## src/rtl/hazard_ctrl_if.sv

```systemverilog
// Pipeline-side signal bundle for hazard_ctrl: register indices and control in, forwarding/stall/flush out.
interface hazard_ctrl_if #(parameter int REG_BITS = 5);
  logic [REG_BITS-1:0] Rs1D, Rs2D, Rs1E, Rs2E, RdE, RdM, RdW;
  logic                RegWriteM, RegWriteW, LoadE, PCSrcE, MdStartE;
  logic [1:0]          ForwardAE, ForwardBE;
  logic                StallF, StallD, StallE;
  logic                FlushD, FlushE, FlushM;
  logic                MdBusy, MdDone;

  modport master (
    output Rs1D, Rs2D, Rs1E, Rs2E, RdE, RdM, RdW,
    output RegWriteM, RegWriteW, LoadE, PCSrcE, MdStartE,
    input  ForwardAE, ForwardBE, StallF, StallD, StallE,
    input  FlushD, FlushE, FlushM, MdBusy, MdDone
  );

  modport slave (
    input  Rs1D, Rs2D, Rs1E, Rs2E, RdE, RdM, RdW,
    input  RegWriteM, RegWriteW, LoadE, PCSrcE, MdStartE,
    output ForwardAE, ForwardBE, StallF, StallD, StallE,
    output FlushD, FlushE, FlushM, MdBusy, MdDone
  );
endinterface

```

## src/rtl/hazard_ctrl.sv

```systemverilog
// Pipeline hazard unit: operand forwarding, load-use stall, branch flush and optional multi-cycle MDU hold.
// The MDU sequencer is built only when HAZARD_CTRL_MDU_EN is defined.
module hazard_ctrl #(
  parameter int MDU_CYCLES = 8,
  parameter int REG_BITS   = 5
) (
  input  logic     clk,
  input  logic     reset,
  hazard_ctrl_if.slave hz
);

  logic lw_stall, md_hold;

  function automatic logic [1:0] fwd_sel(input logic [REG_BITS-1:0] rs,
                                         input logic [REG_BITS-1:0] rd_m, input logic we_m,
                                         input logic [REG_BITS-1:0] rd_w, input logic we_w);
    if (we_m && rd_m != '0 && rs == rd_m)      return 2'b10;
    else if (we_w && rd_w != '0 && rs == rd_w) return 2'b01;
    else                                       return 2'b00;
  endfunction

  assign lw_stall = hz.LoadE && (hz.RdE != '0) &&
                    ((hz.Rs1D == hz.RdE) || (hz.Rs2D == hz.RdE));

`ifdef HAZARD_CTRL_MDU_EN
  localparam int CW = $clog2(MDU_CYCLES);

  typedef enum logic [1:0] {IDLE, BUSY, DONE} md_state_e;

  md_state_e      state, state_n;
  logic [CW-1:0]  cnt, cnt_n;

  always_ff @(posedge clk) begin
    if (reset) begin
      state <= IDLE;
      cnt   <= '0;
    end else begin
      state <= state_n;
      cnt   <= cnt_n;
    end
  end

  // The decrement that lands on 0 is the exit, so IDLE start + BUSY + DONE spans MDU_CYCLES.
  always_comb begin
    state_n = state;
    cnt_n   = cnt;
    case (state)
      IDLE: if (hz.MdStartE && !hz.PCSrcE) begin
        state_n = (MDU_CYCLES == 2) ? DONE : BUSY;
        cnt_n   = CW'(MDU_CYCLES - 2);
      end
      BUSY: if (cnt <= CW'(1)) begin
        state_n = DONE;
        cnt_n   = '0;
      end else begin
        cnt_n   = cnt - 1'b1;
      end
      DONE:    state_n = IDLE;
      default: state_n = IDLE;
    endcase
  end

  assign md_hold   = (state == BUSY) || (state == IDLE && hz.MdStartE);
  assign hz.MdBusy = (state == BUSY);
  assign hz.MdDone = (state == DONE);
`else
  wire unused_md = ^{clk, hz.MdStartE};

  assign md_hold   = 1'b0;
  assign hz.MdBusy = 1'b0;
  assign hz.MdDone = 1'b0;
`endif

  always_comb begin
    hz.ForwardAE = 2'b00;
    hz.ForwardBE = 2'b00;
    hz.StallF    = 1'b0;
    hz.StallD    = 1'b0;
    hz.StallE    = 1'b0;
    hz.FlushD    = 1'b0;
    hz.FlushE    = 1'b0;
    hz.FlushM    = 1'b0;
    if (reset) begin
      hz.FlushD = 1'b1;
      hz.FlushE = 1'b1;
      hz.FlushM = 1'b1;
    end else begin
      hz.ForwardAE = fwd_sel(hz.Rs1E, hz.RdM, hz.RegWriteM, hz.RdW, hz.RegWriteW);
      hz.ForwardBE = fwd_sel(hz.Rs2E, hz.RdM, hz.RegWriteM, hz.RdW, hz.RegWriteW);
      // An MDU hold freezes F/D/E and bubbles M; it wins over load-use and branch.
      if (md_hold) begin
        hz.StallF = 1'b1;
        hz.StallD = 1'b1;
        hz.StallE = 1'b1;
        hz.FlushM = 1'b1;
      end else begin
        hz.StallF = lw_stall;
        hz.StallD = lw_stall;
        hz.FlushD = hz.PCSrcE;
        hz.FlushE = lw_stall || hz.PCSrcE;
      end
    end
  end

endmodule

```

## src/flat_wrapper.sv

```systemverilog
// flat-port wrapper written by rule: the top's interface ports become plain ports
module hazard_ctrl_flat 
#(
  parameter int MDU_CYCLES = 8,
  parameter int REG_BITS   = 5
)
  (clk, reset, hz_Rs1D, hz_Rs2D, hz_Rs1E, hz_Rs2E, hz_RdE, hz_RdM, hz_RdW, hz_RegWriteM, hz_RegWriteW, hz_LoadE, hz_PCSrcE, hz_MdStartE, hz_ForwardAE, hz_ForwardBE, hz_StallF, hz_StallD, hz_StallE, hz_FlushD, hz_FlushE, hz_FlushM, hz_MdBusy, hz_MdDone);
  hazard_ctrl_if #(.REG_BITS(REG_BITS)) hz_i ();
  input  logic clk;
  input  logic reset;
  input wire logic [$bits(hz_i.Rs1D)-1:0] hz_Rs1D;
  input wire logic [$bits(hz_i.Rs2D)-1:0] hz_Rs2D;
  input wire logic [$bits(hz_i.Rs1E)-1:0] hz_Rs1E;
  input wire logic [$bits(hz_i.Rs2E)-1:0] hz_Rs2E;
  input wire logic [$bits(hz_i.RdE)-1:0] hz_RdE;
  input wire logic [$bits(hz_i.RdM)-1:0] hz_RdM;
  input wire logic [$bits(hz_i.RdW)-1:0] hz_RdW;
  input wire logic [$bits(hz_i.RegWriteM)-1:0] hz_RegWriteM;
  input wire logic [$bits(hz_i.RegWriteW)-1:0] hz_RegWriteW;
  input wire logic [$bits(hz_i.LoadE)-1:0] hz_LoadE;
  input wire logic [$bits(hz_i.PCSrcE)-1:0] hz_PCSrcE;
  input wire logic [$bits(hz_i.MdStartE)-1:0] hz_MdStartE;
  output wire logic [$bits(hz_i.ForwardAE)-1:0] hz_ForwardAE;
  output wire logic [$bits(hz_i.ForwardBE)-1:0] hz_ForwardBE;
  output wire logic [$bits(hz_i.StallF)-1:0] hz_StallF;
  output wire logic [$bits(hz_i.StallD)-1:0] hz_StallD;
  output wire logic [$bits(hz_i.StallE)-1:0] hz_StallE;
  output wire logic [$bits(hz_i.FlushD)-1:0] hz_FlushD;
  output wire logic [$bits(hz_i.FlushE)-1:0] hz_FlushE;
  output wire logic [$bits(hz_i.FlushM)-1:0] hz_FlushM;
  output wire logic [$bits(hz_i.MdBusy)-1:0] hz_MdBusy;
  output wire logic [$bits(hz_i.MdDone)-1:0] hz_MdDone;
  assign hz_i.Rs1D = hz_Rs1D;
  assign hz_i.Rs2D = hz_Rs2D;
  assign hz_i.Rs1E = hz_Rs1E;
  assign hz_i.Rs2E = hz_Rs2E;
  assign hz_i.RdE = hz_RdE;
  assign hz_i.RdM = hz_RdM;
  assign hz_i.RdW = hz_RdW;
  assign hz_i.RegWriteM = hz_RegWriteM;
  assign hz_i.RegWriteW = hz_RegWriteW;
  assign hz_i.LoadE = hz_LoadE;
  assign hz_i.PCSrcE = hz_PCSrcE;
  assign hz_i.MdStartE = hz_MdStartE;
  assign hz_ForwardAE = hz_i.ForwardAE;
  assign hz_ForwardBE = hz_i.ForwardBE;
  assign hz_StallF = hz_i.StallF;
  assign hz_StallD = hz_i.StallD;
  assign hz_StallE = hz_i.StallE;
  assign hz_FlushD = hz_i.FlushD;
  assign hz_FlushE = hz_i.FlushE;
  assign hz_FlushM = hz_i.FlushM;
  assign hz_MdBusy = hz_i.MdBusy;
  assign hz_MdDone = hz_i.MdDone;
  hazard_ctrl #(.MDU_CYCLES(MDU_CYCLES), .REG_BITS(REG_BITS)) u_core (.clk(clk), .reset(reset), .hz(hz_i));
endmodule
```

## config.mk

```make
export PLATFORM = sky130hd
export DESIGN_NAME = hazard_ctrl_flat
export DESIGN_NICKNAME = d
export VERILOG_FILES = /design/src/rtl/hazard_ctrl_if.sv /design/src/rtl/hazard_ctrl.sv /design/src/flat_wrapper.sv
export SDC_FILE = /design/constraint.sdc
export NUM_CORES = 1
export LEC_CHECK = 0
export BUFFER_PORTS_ARGS = -buffer_cell sky130_fd_sc_hd__buf_4
export CAP_MARGIN = 20
export CORE_MARGIN = 2
export CORE_UTILIZATION = 36
export DETAILED_ROUTE_END_ITERATION = 6
export PLACE_DENSITY_LB_ADDON = 0.15
export SYNTH_ARGS = -nofsm -noshare
export SYNTH_HDL_FRONTEND = slang
export SYNTH_SLANG_ARGS = --single-unit
```

## constraint.sdc

```tcl
create_clock -name vclk -period 2.26
set_input_delay 0.452 -clock vclk [all_inputs]
set_output_delay 0.452 -clock vclk [all_outputs]
set_load 0.005 [all_outputs]
```

==> reports/qor.csv, run 1 <==
metric,value,unit
status,finished clean,
area taken by multi-input logic gates,457,µm²
Fmax,0.454,GHz
Die Ht,40.3,µm
CP peak stage delay,550,ps
cell taking the most area after synthesis,xor2_1,
routed len/inst,11.0,µm
Pleak,0.407,nW
Period minus WS final,2200,ps
Routed Antenna Nets,0,
Final HPWL DP,1310,µm
vias in the first global route,551,
final setup fails,0,
RSZ-0062 raised after global routing,yes,
synth unique cells,18,
DRC Markers,0,
path type of the worst setup path,input pin to output pin,
final worst-path cycle share,97.4,%
drt first pass iters,2,
"Hold Vio Cnt, Final",0,
pre-CTS setup slack,-29.3,ps
clock buf count,0,
sequential share of the synthesized area,0,%
Worst Path Arrival,1750,ps
cell row count,13,
DR vias,600,
cell chain of the critical path,buf_4 > nor2b_1 > o21ai_1 > or4_1 > nor4_2 > buf_4,
Die W,40.3,µm
first-pass GRT wire length,2140,µm
starting density of the core,37.5,%
Worst Setup Start Kind,input pin,
Mapped Avg Cell Area,7.55,µm²
Post-Layout Cell Count,128,
grt ovf,0,
register area,0,µm²
Post-Synthesis Cells,63,
port bufs,49,
Fillers,117,
area grow syn2layout,83.7,%
Max Slew Vio Count,0,
Min Hold Slack,1120,ps
antenna cells,0,
required time of the critical path,1810,ps
initial antenna violation count,0,
# IOs,54,
most frequent cells in the layout,"buf_4 (53), xor2_1 (20), xnor2_1 (10), nor3_1 (5), or4_1 (4)",
Die Area,0.00163,mm²
core box area,0.00127,mm²
Total Wirelength,1410,µm
seq_cells,0,
final net count,157,
routed vias/inst,4.69,
worst vdd ir,0.0885,mV
largest net degree at the start of global routing,7,
dominant cells by area after synthesis,"xor2_1 (37%), xnor2_1 (18%), buf_4 (7.9%)",
post-synth top area share,36.8,%
Pwr per Cell Area,170,mW/mm²
routability cong.,0.706,
CP dominant cell by count,buf_4,
CP Capture Type,output pin,
Iteration-0 DRC Markers,2,
Syn. warnings,0,
total track usage,18.3,%
max cap viols,0,
"Max FO, Critical Path",6,
worst min-delay path class,input pin to output pin,
"commonest non-fill, non-tap cell in the layout",buf_4,
Slowest cell on crit path,or4_1,
mapped cell area,475,µm²
layout cells sized above 1,51.3,%
dpl cells,127,
setup ws final,58.5,ps
==> through the flow <==
step | cell area, µm² | power (mW) | TNS [ps] | util (%)
after floorplan | 483 | 0.0618 | 0 | -
after global placement | 855 | 0.143 | -41.6 | 67.4
after detailed placement | 855 | 0.146 | -56.4 | 67.4
after CTS | 873 | 0.150 | 0 | 68.8
after global routing | 873 | 0.164 | -0.948 | 68.8
final | 873 | 0.149 | 0 | 68.8
==> routing by layer <==
metal | vias to the layer above | share of wire (%) | GRT usage, %
li1 | 311 | - | -
met1 | 258 | 37 | 21.8
met2 | 31 | 53 | 37.3
met3 | 0 | 10 | 0.556
met4 | 0 | 0 | 0
met5 | - | 0 | 0
==> logic make-up (layout without fill, tap and decap cells) <==
logic type | count (synthesis) | in the layout | synth area share [%]
AOI/OAI and AO/OA | 5 | 5 | 7.10
xor gates and xnor gates | 30 | 30 | 55.3
other | 1 | 3 | 0.789
buffers and inverters | 5 | 53 | 7.90
and+or+nand+nor | 22 | 22 | 28.9
==> worst max-delay path, delay by kind of cell <==
family	cells	cell delay (ps)
compound gates	1	80
simple gates	3	940
buf+inv	2	270
==> power by group <==
group | internal [mW] | total (mW) | switching, mW
sequential | 0 | 0 | 0
combinational | 0.0891 | 0.149 | 0.0596
clock | 0 | 0 | 0
==> worst paths after layout <==
check	from	endpoint	slack (ps)	cells after the start
worst min-delay path	reset	hz_FlushM	1120	2
worst max-delay path	reset	hz_ForwardBE[0]	60	6
==> Yosys cell counts, types with 2 or more instances <==
cell type   n
nor3_1      5
nand2_1     2
or4_1       5
nor2_1      2
nor4_2      2
xor2_1     20
nor4_1      2
xnor2_1    10
nand3_1     2
buf_4       5
==> layout make-up <==
class	count	share of cell area [%]
Multi-Input combinational cell	60	52.3
Tap cell	15	2.15
Timing Repair Buffer	53	45.6
==> repair_timing <==
action	CTS	global route
hold buffers	0	0
pin swaps	1	3
setup buffers	1	0
setup endpoints to repair	2	2
resized for setup	2	0
Note: power is estimated with default switching activity, not from simulation.
==> run 2, diff against run 1 <==
Settings changed: ABC_AREA from default to 1, CORE_UTILIZATION 36 to 41.
==> run 2 against run 1 <==
Against the previous run:
- clock-buffer cell count stayed put
- highest routed layer unchanged
- critical path type unchanged
- worst setup slack improved by 480 ps
- non-clock buffer count down 4
- flip-flop and latch count did not move
- area after synthesis increased by 32%
- final area up 13%
- via count is 43% higher
- wire length rose by 21%
==> reports/qor.csv, run 2 <==
metric,value,unit,change
Sequential Power Share,0,%,unchanged
max cap viols,0,,unchanged
starting density of the core,42.8,%,+5.3 points
Buf/Inv on CP,4,,+2
cell taking the most area after synthesis,nand2_1,,
initial antenna violation count,0,,unchanged
clock buf count,0,,unchanged
synth unique cells,17,,-1
hold depth,2,,unchanged
Routed Antenna Nets,0,,unchanged
cell row count,14,,+1
largest net degree at the start of global routing,7,,unchanged
Pleak,0.623,nW,+53%
final worst-path cycle share,76.2,%,-21 points
quantity of gates resized following cts,0,,-2
required time of the critical path,1810,ps,about the same
Final HPWL DP,1570,µm,+19%
Post-CTS Setup Inserts,0,,-1
CP Capture Type,output pin,,
sequential share of the synthesized area,0,%,unchanged
design area,987,µm²,+13%
final setup fails,0,,unchanged
vias in the first global route,751,,+36%
share of power burned in the clock network,0,%,unchanged
routed len/inst,8.57,µm,-22%
status,finished clean,,
synth cell count leaders,"nand2_1 (49), inv_1 (21), nor2_1 (16), xnor2_1 (12)",,
Die Ht,43.2,µm,+7.0%
first-pass GRT wire length,2940,µm,+37%
Pint,0.0876,mW,-1.7%
Die Area,0.00186,mm²,+15%
DRC Markers,0,,unchanged
CP dominant cell by count,nand2_1,,
Syn. warnings,0,,unchanged
core box area,0.00147,mm²,+16%
grt ovf,0,,unchanged
dominant cells by area after synthesis,"nand2_1 (29%), xnor2_1 (17%), inv_1 (13%)",,
CP peak stage delay,210,ps,-340 ps
Mapped Avg Cell Area,4.63,µm²,-39%
Pwr per Cell Area,163,mW/mm²,-4.1%
# IOs,54,,unchanged
setup ws final,537,ps,+478 ps
Setup TNS,0,ps,unchanged
final net count,226,,+44%
mapped cell area,629,µm²,+32%
DR vias,858,,+43%
routed vias/inst,4.33,,-7.6%
worst min-delay path class,input pin to output pin,,
Total Wirelength,1700,µm,+21%
layout cells sized above 1,33.0,%,-18 points
sw frac,45.6,%,+5.6 points
register area,0,µm²,unchanged
"Hold Vio Cnt, Final",0,,unchanged
Slowest cell on crit path,nor3_1,,
seq_cells,0,,unchanged
Worst Path Arrival,1270,ps,-480 ps
Psw,0.0736,mW,+23%
CP top delay family,simple AND/OR/NAND/NOR gates,,
port bufs,49,,unchanged
Post-Synthesis Cells,136,,+120%
area grow syn2layout,56.9,%,
Iteration-0 DRC Markers,8,,+6
most common cell in the netlist,nand2_1,,
placed instance area,987,µm²,+16%
path type of the worst setup path,input pin to output pin,,
antenna cells,0,,unchanged
Max Slew Vio Count,0,,unchanged
cell chain of the critical path,buf_4 > nor3_1 > nand2_1 > nand2_1 > inv_1 > nand2_1 > inv_1 > nor2_1 > buf_4,,
post-synth top area share,29.2,%,-7.6 points
drt first pass iters,6,,+4
Fmax,0.580,GHz,+28%
Stages on worst setup path,9,,+3
total track usage,19.2,%,+0.90 points
Die W,43.2,µm,+7.0%
Hold Buf Count CTS,0,,unchanged
Worst Setup Start Kind,input pin,,
pre-CTS setup slack,542,ps,+572 ps
routability cong.,0.792,,+12%
"Max FO, Critical Path",3,,-3
Comb pwr share,100.0,%,about the same
worst vdd ir,0.0806,mV,-8.9%
most frequent cells in the layout,"nand2_1 (49), buf_4 (49), inv_1 (21), nor2_1 (16), xnor2_1 (12)",,
Period minus WS final,1720,ps,-478 ps
RSZ-0062 raised after global routing,no,,
run 2: cell count changes in the layout (fill, tap and decap cells not counted), sizes merged, moves of 2 or more:
cell,delta
nand2,+48
inv,+29
xor2,-20
nor2,+15
nand3,+6
or4,-5
buf,-4
nor4,-4
o21ai,+3
xnor2,+2
run 2: stage by stage:
| stage | power, mW | hold slack, ps | instances | utilization, % |
|---|---|---|---|---|
| after floorplan | 0.0785 | 930 | 138 | - |
| after global placement | 0.157 | 1130 | 198 | 67.1 |
| after detailed placement | 0.161 | 1130 | 198 | 67.1 |
| after CTS | 0.162 | 1130 | 198 | 67.1 |
| after global routing | 0.181 | 1140 | 198 | 67.1 |
| final | 0.161 | 1130 | 198 | 67.1 |
run 2: layout make-up:
cell class / count / area, µm²
Tap cell: 16 / 20.0
Multi-Input combinational cell: 103 / 487
Fill cell: 154 / 484
Inverter: 30 / 113
Timing Repair Buffer: 49 / 368
run 2: power groups by stage:
stage,registers (mW),clock network [mW],logic (mW)
floorplan,0,0,0.0785
global placement,0,0,0.157
detailed placement,0,0,0.161
CTS,0,0,0.162
global route,0,0,0.181
finish,0,0,0.161
run 2: kinds of logic after synthesis:
group | share of synthesized area, %
buffers and inverters | 23.9
other | 0.596
and+or+nand+nor | 54.1
AOI/OAI and AO/OA | 4.77
xor gates and xnor gates | 16.7
run 2: worst paths after layout:
path	endpoint	slack [ps]	start
setup / recovery	hz_ForwardBE[0]	540	hz_RdM[3]
hold / removal	hz_FlushM	1130	reset
run 2: metal layers:
layer | wire length (µm) | GRT usage, % | vias to the layer above
met2 | 858 | 36.7 | 25
met4 | 0 | 1.21 | 0
met3 | 109 | 0 | 0
li1 | - | - | 484
met5 | 0 | 0 | -
met1 | 728 | 24.8 | 349
